$ cat config.mk
export PLATFORM = sky130hd
export DESIGN_NAME = mcu_sequencer
export DESIGN_NICKNAME = d
export VERILOG_FILES = /design/src/rtl/mcu_sequencer.sv
export SDC_FILE = /design/constraint.sdc
export NUM_CORES = 1
export LEC_CHECK = 0
export CAP_MARGIN = 20
export CORE_ASPECT_RATIO = 1.2
export CORE_MARGIN = 2
export CORE_UTILIZATION = 57
export DETAILED_ROUTE_END_ITERATION = 7
export PLACE_DENSITY = 0.86
export SLEW_MARGIN = 20
export SYNTH_ARGS = -nofsm -noshare
export SYNTH_HDL_FRONTEND = slang
export SYNTH_SLANG_ARGS = --single-unit
$ cat constraint.sdc
create_clock -name clk -period 4.3 [get_ports clk]
set_input_delay 0.43 -clock clk [delete_from_list [all_inputs] [get_ports clk]]
set_output_delay 0.43 -clock clk [all_outputs]
set_load 0.03 [all_outputs]
$ cat src/rtl/mcu_sequencer.sv
// ---------------------------------------------------------------------------
// mcu_sequencer
// Multi-cycle fetch/decode/execute controller for the 8-bit CISC MCU.
// Drives the 32x8 unified program/data memory and holds the accumulator.
//
// Ports
//   clk        in   1  rising-edge clock, shared with memory
//   reset      in   1  asynchronous, active-high
//   READ       out  1  memory read strobe
//   WRITE      out  1  memory write strobe (mutually exclusive with READ)
//   MEM_ADDR   out  5  memory address
//   MEM_DATA1  out  8  write data to memory (the accumulator)
//   MEM_DATA2  in   8  registered read data, valid the cycle after READ
//   acc_out    out  8  accumulator
//   pc_out     out  5  program counter
//   halted     out  1  high while in HALT
// ---------------------------------------------------------------------------
module mcu_sequencer (
    input  logic       clk,
    input  logic       reset,
    output logic       READ,
    output logic       WRITE,
    output logic [4:0] MEM_ADDR,
    output logic [7:0] MEM_DATA1,
    input  logic [7:0] MEM_DATA2,
    output logic [7:0] acc_out,
    output logic [4:0] pc_out,
    output logic       halted
);

    typedef enum logic [2:0] {
        S_START  = 3'd0,
        S_FETCH  = 3'd1,
        S_DECODE = 3'd2,
        S_OPRD   = 3'd3,
        S_OPWB   = 3'd4,
        S_STORE  = 3'd5,
        S_HALT   = 3'd6
    } state_t;

    localparam logic [2:0] OP_NOP   = 3'b000;
    localparam logic [2:0] OP_JNZ   = 3'b001;
    localparam logic [2:0] OP_ADD   = 3'b010;
    localparam logic [2:0] OP_AND   = 3'b011;
    localparam logic [2:0] OP_SUB   = 3'b100;
    localparam logic [2:0] OP_LOAD  = 3'b101;
    localparam logic [2:0] OP_STORE = 3'b110;
    localparam logic [2:0] OP_HALT  = 3'b111;

    state_t     r_state;
    logic [4:0] r_pc;
    logic [7:0] r_ir;
    logic [7:0] r_acc;
    logic       r_read;
    logic       r_write;
    logic [4:0] r_addr;
    logic       r_halted;

    state_t     w_nxt_state;
    logic [4:0] w_nxt_pc;
    logic [7:0] w_nxt_ir;
    logic [7:0] w_nxt_acc;
    logic       w_nxt_read;
    logic       w_nxt_write;
    logic [4:0] w_nxt_addr;
    logic       w_nxt_halted;

    // Accumulator update for the operand-writeback cycle; non-ALU opcodes keep acc.
    function automatic logic [7:0] f_alu(input logic [2:0] op,
                                         input logic [7:0] a,
                                         input logic [7:0] b);
        logic [7:0] res;
        case (op)
            OP_ADD:  res = a + b;
            OP_AND:  res = a & b;
            OP_SUB:  res = a - b;
            OP_LOAD: res = b;
            default: res = a;
        endcase
        return res;
    endfunction

    // Next-state and datapath update logic.
    always_comb begin
        w_nxt_state = r_state;
        w_nxt_pc    = r_pc;
        w_nxt_ir    = r_ir;
        w_nxt_acc   = r_acc;
        case (r_state)
            S_START: begin
                w_nxt_state = S_FETCH;
            end
            S_FETCH: begin
                w_nxt_state = S_DECODE;
            end
            S_DECODE: begin
                // Decode straight from the memory bus; IR is only captured here.
                w_nxt_ir = MEM_DATA2;
                w_nxt_pc = r_pc + 5'd1;
                case (MEM_DATA2[7:5])
                    OP_LOAD, OP_ADD, OP_SUB, OP_AND: w_nxt_state = S_OPRD;
                    OP_STORE:                        w_nxt_state = S_STORE;
                    OP_JNZ: begin
                        w_nxt_state = S_FETCH;
                        if (r_acc != 8'd0) begin
                            w_nxt_pc = MEM_DATA2[4:0];
                        end else begin
                            w_nxt_pc = r_pc + 5'd1;
                        end
                    end
                    OP_HALT:                         w_nxt_state = S_HALT;
                    OP_NOP:                          w_nxt_state = S_FETCH;
                    default:                         w_nxt_state = S_FETCH;
                endcase
            end
            S_OPRD: begin
                w_nxt_state = S_OPWB;
            end
            S_OPWB: begin
                w_nxt_acc   = f_alu(r_ir[7:5], r_acc, MEM_DATA2);
                w_nxt_state = S_FETCH;
            end
            S_STORE: begin
                w_nxt_state = S_FETCH;
            end
            S_HALT: begin
                w_nxt_state = S_HALT;
            end
            default: begin
                w_nxt_state = S_START;
            end
        endcase
    end

    // Moore output decode, evaluated on the next state so the outputs can be registered.
    always_comb begin
        w_nxt_read   = (w_nxt_state == S_FETCH) || (w_nxt_state == S_OPRD);
        w_nxt_write  = (w_nxt_state == S_STORE);
        w_nxt_halted = (w_nxt_state == S_HALT);
        if ((w_nxt_state == S_OPRD) || (w_nxt_state == S_OPWB) || (w_nxt_state == S_STORE)) begin
            w_nxt_addr = w_nxt_ir[4:0];
        end else begin
            w_nxt_addr = w_nxt_pc;
        end
    end

    // State, datapath and output registers; reset forces all outputs low at once.
    always_ff @(posedge clk or posedge reset) begin
        if (reset) begin
            r_state  <= S_START;
            r_pc     <= 5'd0;
            r_ir     <= 8'd0;
            r_acc    <= 8'd0;
            r_read   <= 1'b0;
            r_write  <= 1'b0;
            r_addr   <= 5'd0;
            r_halted <= 1'b0;
        end else begin
            r_state  <= w_nxt_state;
            r_pc     <= w_nxt_pc;
            r_ir     <= w_nxt_ir;
            r_acc    <= w_nxt_acc;
            r_read   <= w_nxt_read;
            r_write  <= w_nxt_write;
            r_addr   <= w_nxt_addr;
            r_halted <= w_nxt_halted;
        end
    end

    assign READ      = r_read;
    assign WRITE     = r_write;
    assign MEM_ADDR  = r_addr;
    assign MEM_DATA1 = r_acc;
    assign acc_out   = r_acc;
    assign pc_out    = r_pc;
    assign halted    = r_halted;

endmodule
==> flow_summary.json, run 1 <==
{
  "yosys.area_share.simple_pct": 16.1,
  "cap_violations": 0,
  "ir_worst_vdd_mv": 0.483,
  "relSlewSlack_pct": 40.8,
  "htreeDepth": 2,
  "fin_crit_sh_pct": 69.0,
  "rsz0062_at_grt": "no",
  "syn_area_mm2": 0.00215,
  "clock_path_buffers": 2,
  "hold_viol": 0,
  "die_w_um": 60.1,
  "async_flop_share_pct": 100,
  "num_antenna_cells": 0,
  "fmax_mhz": 337,
  "clkTransAtPathRegs_ps": 70,
  "synth_xor_area_share_pct": 5.29,
  "yosys_warnings": 0,
  "ys_types": 53,
  "grt_overflow_total": 0,
  "status": "finished clean",
  "cts_tree": "built",
  "fin_setup_tns_ps": 0,
  "p_leak_nw": 1.10,
  "grt_start_max_net_pins": 33,
  "cts_setup_buffers": 0,
  "holdBufCountCts": 0,
  "root_buffer": "clkbuf_8",
  "nets": 283,
  "grt_pass1_vias": 1657,
  "drc": 0,
  "ios": 39,
  "cts_sinks": 32,
  "start_util_pct": 59.3,
  "syn-instance-count": 232,
  "setup_viol": 0,
  "antenna_found_initial": 0,
  "wirelength_um": 4580,
  "dp_hpwl_um": 3370,
  "drtAntennaViolNets": 0,
  "synth-compound-area-share_pct": 22.1,
  "clk_latency_ps": 290,
  "synth.avg_cell_area_um2": 9.28,
  "grt_first_pass_wirelength_um": 7650,
  "fp.coreArea_mm2": 0.00363,
  "hold_path.class": "flip-flop to flip-flop",
  "cp_max_fo": 7,
  "drtIter0Drc": 104,
  "postCtsResizedCells": 0,
  "first_pass_iters": 4,
  "synth_top_family_by_area": "compound AO/OA/AOI/OAI gates",
  "yosysSeqAreaShare_pct": 37.2,
  "gp_congestion": 0.965,
  "required_ps": 4460,
  "synth_adder_area_share_pct": 7.90,
  "die_height_um": 71.3,
  "synth-edff-count": 0,
  "tightest_slew_ps": 888,
  "hold_slack_ps": 485,
  "yosys_most_used_dff": "dfrtp_1",
  "crit_path_end_kind": "flip-flop",
  "worstSetupPathType": "primary input to flip-flop",
  "maxSlewViolCount": 0,
  "wl_per_cell_um": 14.6,
  "clock_skew_ps": 4.27,
  "p_per_area_mw_per_mm2": 887,
  "synth_nets": 255,
  "grtUsageTotal_pct": 23.6,
  "rows": 24,
  "min_period_ps": 2970,
  "areaGrowthSynthToFinish_pct": 20.2,
  "synth_seq_cells": 32,
  "drive_gt1_share_pct": 9.58,
  "worst-endpoint-arrival_ps": 3130,
  "port_buffers": 38,
  "num_vias": 1802,
  "dieArea_mm2": 0.00429,
  "synthMuxAreaShare_pct": 3.66,
  "vias_per_cell": 5.76,
  "cts_buffers": 5,
  "start_kind": "primary input"
}
## report_power, final
| part | switching (mW) | leakage [nW] | internal (mW) | total (mW) |
|---|---|---|---|---|
| combinational | 0.794 | 0.660 | 0.631 | 1.43 |
| sequential | 0.182 | 0.389 | 0.447 | 0.629 |
| clock | 0.113 | 0.0510 | 0.127 | 0.240 |
| total | 1.09 | 1.10 | 1.21 | 2.29 |
## cells in the final DEF, fill, tap and decap left out, types with 3 or more instances in the layout
master / synthesis / routed
a21o_1: 3 / 3
a21oi_1: 14 / 14
a31oi_1: 7 / 7
and3_1: 3 / 3
clkbuf_8: 0 / 6
clkdlybuf4s50_1: 0 / 38
dfrtp_1: 32 / 32
ha_1: 12 / 12
inv_1: 14 / 14
mux2_2: 3 / 3
mux2i_1: 3 / 3
nand2_1: 21 / 21
nand2b_1: 6 / 6
nand3_1: 5 / 5
nor2_1: 11 / 11
nor2b_1: 4 / 4
nor3_1: 6 / 6
o21ai_0: 16 / 16
o31ai_1: 3 / 3
xnor2_1: 10 / 10
xor2_1: 3 / 3
## routing by layer
| layer | vias up | GRT usage (%) | wire (µm) |
|---|---|---|---|
| met5 | - | 0 | 0 |
| met4 | 0 | 8.89 | 68 |
| met3 | 6 | 4.33 | 222 |
| met2 | 54 | 38.3 | 2270 |
| met1 | 864 | 31.1 | 2020 |
| li1 | 878 | - | - |
## critical path, stage by stage
cell,delay [ps]
clkdlybuf4s50_1,620
inv_1,140
ha_1,250
a31oi_1,200
xnor2_1,140
ha_1,300
a21o_1,200
a21o_1,170
a221oi_1,320
xnor2_1,110
a32oi_1,170
a21oi_1,100
## metrics by stage
stage / total power [mW] / util [%] / cell area, µm² / setup slack (ps) / std cells
floorplan: 1.67 / - / 2150 / 1830 / 232
global route: 2.46 / 71.2 / 2590 / 1210 / 313
finish: 2.29 / 71.2 / 2590 / 1330 / 313
global placement: 2.03 / 68.7 / 2490 / 1150 / 305
detailed placement: 2.04 / 68.7 / 2490 / 1080 / 305
CTS: 2.29 / 71.2 / 2590 / 1390 / 313
## worst paths after layout
| check | slack, ps | from | endpoint | cells after the start |
|---|---|---|---|---|
| max in group asynchronous | 3500 | reset | READ | 3 |
| hold reg to reg | 480 | r_ir[4] | r_ir[4] | 2 |
| setup reg to reg | 1570 | r_ir[5] | MEM_DATA1[7] | 10 |
| setup / recovery | 1330 | MEM_DATA2[0] | MEM_DATA1[7] | 12 |
| min in group asynchronous | 520 | reset | MEM_ADDR[3] | 3 |
| hold / removal | 480 | r_ir[4] | r_ir[4] | 2 |
## registers in the layout, summed over array words and instances, names as in the netlist
register and cells:
WRITE 1, MEM_DATA1 8, r_ir 8, pc_out 5, MEM_ADDR 5, halted 1
r_state 3, READ 1
## kinds of logic (layout without fill, tap and decap cells)
group,count (synthesis),count (layout)
compound gates,68,68
xor+xnor,13,13
fa+ha+maj,13,13
buf+inv,33,62
flops,32,32
mux,7,7
simple gates,66,66
## cell type report
cell class,count,area (µm²)
sequential,32,801
clock buffer,6,82.6
fill,272,1050
clock inverter,2,10.0
inverter,15,56.3
tap,52,65.1
multi-input combinational,167,1180
timing repair buffer,39,388
## synth_stat cells, types with 3 or more instances
cell type,instances,area (µm²)
nor2_1,11,41.3
a21o_1,3,22.5
nor2b_1,4,25.0
nand2b_1,6,37.5
xnor2_1,10,87.6
ha_1,12,150
xor2_1,3,26.3
a21oi_1,14,70.1
mux2i_1,3,30.0
nor3_1,6,30.0
buf_2,4,20.0
dfrtp_1,32,801
nand2_1,21,78.8
and3_1,3,18.8
inv_1,14,52.6
nand3_1,5,25.0
a31oi_1,7,43.8
o21ai_0,16,80.1
mux2_2,3,33.8
buf_4,8,60.1
clkbuf_1,4,15.0
o31ai_1,3,22.5
No activity file was read; power rests on OpenSTA's default activity.
==> inputs of run 2 (changes only) <==
--- a/config.mk
+++ b/config.mk
@@ -8,9 +8,9 @@
 export CAP_MARGIN = 20
 export CORE_ASPECT_RATIO = 1.2
 export CORE_MARGIN = 2
-export CORE_UTILIZATION = 57
+export CORE_UTILIZATION = 47
 export DETAILED_ROUTE_END_ITERATION = 7
-export PLACE_DENSITY = 0.86
+export PLACE_DENSITY = 0.76
 export SLEW_MARGIN = 20
 export SYNTH_ARGS = -nofsm -noshare
 export SYNTH_HDL_FRONTEND = slang
==> constraint.sdc (replaced) <==
create_clock -name clk -period 2.7 [get_ports clk]
set_input_delay 0.27 -clock clk [delete_from_list [all_inputs] [get_ports clk]]
set_output_delay 0.27 -clock clk [all_outputs]
set_load 0.03 [all_outputs]
==> run 2 against run 1 <==
  * Total power increased by 68%
  * Die area increased by 20%
  * Combinational power increased by 73%
  * Clock power increased by 63%
  * Clock-buffer cell count unchanged
  * Core utilization decreased by 7.4 points
  * Cell count increased by 7.7%
  * Register-to-register slack got worse by 1400 ps
  * Via count increased by 4.3%
  * Largest cell class unchanged
  * Clock skew increased by 0.65 ps
  * Non-clock buffer count increased by 20
  * Wire length increased by 11%
  * Critical path type unchanged
  * Highest routed layer unchanged
==> flow_summary.json, run 2 (synthesis results as in run 1) <==
{
  "postPlaceCellArea_mm2": 0.00265,
  "num_antenna_cells": 0,
  "start_util_pct": 49.8,
  "first_pass_iters": 4,
  "cts_tree": "built",
  "hold_viol": 0,
  "cp_num_buf_inv": 2,
  "p_leak_nw": 1.19,
  "grt_start_max_net_pins": 33,
  "wirelength_um": 5080,
  "ir_worst_vdd_mv": 0.736,
  "final_common_cell": "clkdlybuf4s50_1",
  "rsz0062_at_grt": "no",
  "worst-r2r-cell-count": 11,
  "r2r_start": "r_ir[7]",
  "drtAntennaViolNets": 0,
  "htreeDepth": 2,
  "root_buffer": "clkbuf_8",
  "mostFrequentLayoutCells": "clkdlybuf4s50_1 (38), dfrtp_1 (32), nand2_1 (21), buf_4 (21), o21ai_0 (16)",
  "crit_chain": "clkdlybuf4s50_1, inv_1, ha_1, a31oi_1, xnor2_1, ha_1, a21o_1, a21o_1, a221oi_2, xnor2_1, a32oi_1, a21oi_1",
  "worst-path-stages": 12,
  "grt_pass1_vias": 1881,
  "status": "finished clean",
  "regToRegSetupSlack_ps": 210,
  "clock_skew_ps": 4.92,
  "num_vias": 1880,
  "ios": 39,
  "cp_max_fo": 2,
  "die_height_um": 78.1,
  "clock_path_buffers": 2,
  "final_area_mm2": 0.00276,
  "worst-endpoint-arrival_ps": 2700,
  "fp.coreArea_mm2": 0.00433,
  "cts_buffers": 5,
  "slowest_delay_ps": 470,
  "power_mw": 3.85,
  "drc": 0,
  "relSlewSlack_pct": 47.7,
  "areaGrowthSynthToFinish_pct": 28.2,
  "cp_slowest_cell": "clkdlybuf4s50_1",
  "nets": 303,
  "grt_overflow_total": 0,
  "wl_per_cell_um": 15.1,
  "hold_path.class": "primary input to async pin",
  "fin_crit_sh_pct": 94.3,
  "clkTransAtPathRegs_ps": 70,
  "cap_violations": 0,
  "fmax_mhz": 393,
  "tightest_slew_ps": 784,
  "crit_path_end_kind": "flip-flop",
  "worstSetupPathType": "primary input to flip-flop",
  "start_kind": "primary input",
  "vias_per_cell": 5.58,
  "grt_first_pass_wirelength_um": 8650,
  "cts_sinks": 32,
  "worstSetupEndpoint": "MEM_DATA1[7]",
  "drive_gt1_share_pct": 16.4,
  "drtIter0Drc": 103,
  "antenna_found_initial": 0,
  "grtUsageTotal_pct": 21.6,
  "dp_hpwl_um": 3810,
  "port_buffers": 38,
  "rows": 26,
  "cts_setup_buffers": 0,
  "maxSlewViolCount": 0,
  "r2r-end": "MEM_DATA1[7]",
  "gp_congestion": 0.973,
  "finalNonFillerCells": 337,
  "p_per_area_mw_per_mm2": 1390,
  "dp.cells": 329,
  "required_ps": 2860,
  "setup_viol": 0,
  "cp-startpoint": "MEM_DATA2[0]",
  "min_period_ps": 2540,
  "clk_latency_ps": 280,
  "dieArea_mm2": 0.00514,
  "die_w_um": 65.8,
  "cp_top_family": "compound AO/OA/AOI/OAI gates"
}
[run 2: cell count changes in the layout (fill, tap and decap cells not counted), sizes merged]
cell      change
clkinvlp      +2
clkinv        -2
buf          +20
[run 2: how the worst min path moves through the flow]
stage	end	slack, ps	cells after the start
3_5_place_dp	r_ir[4]	470	2
6_report	pc_out[3]	370	3
5_1_grt	r_ir[1]	400	3
2_1_floorplan	MEM_ADDR[0]	390	1
4_1_cts	r_ir[6]	380	3
3_3_place_gp	r_ir[0]	470	2
[run 2: report_power, final]
group | internal [mW] | switching, mW | total, mW
clock network | 0.206 | 0.185 | 0.392
registers | 0.713 | 0.262 | 0.975
logic | 1.13 | 1.36 | 2.48
total | 2.04 | 1.81 | 3.85
[run 2: what timing repair did]
| action | 4_1_cts | 5_1_grt |
|---|---|---|
| hold buffers | 0 | 0 |
| setup endpoints to repair | 0 | 1 |
| endpoints found under the hold margin | 0 | 0 |
| resized for setup | 0 | 2 |
[run 2: through the flow]
stage / worst slack, ps / util [%] / hold WS (ps) / TNS, ps
CTS: 76.0 / 63.5 / 380 / 0
global route: 8.62 / 63.8 / 405 / 0
detailed placement: -217 / 61.2 / 470 / -264
global placement: -74.8 / 61.2 / 467 / -74.8
finish: 155 / 63.8 / 365 / 0
floorplan: 230 / - / 386 / 0
[run 2: metal layers]
metal	GRT usage, %	share of wire (%)
met1	27.5	43
met5	0	0
met4	8.54	1.6
met3	3.72	4.2
met2	36.1	51
[run 2: tightest hold or removal path: stages]
cell	delay (ps)
clkdlybuf4s50_1	390
inv_1	50
buf_4	360
[run 2: final cells by class]
| type | instances | area, µm² |
|---|---|---|
| Timing Repair Buffer | 59 | 538 |
| Sequential cell | 32 | 801 |
| Inverter | 15 | 56.3 |
| Clock buffer | 6 | 82.6 |
| Multi-Input combinational cell | 167 | 1200 |
| Fill cell | 369 | 1570 |
| Tap cell | 56 | 70.1 |
| Clock inverter | 2 | 15.0 |
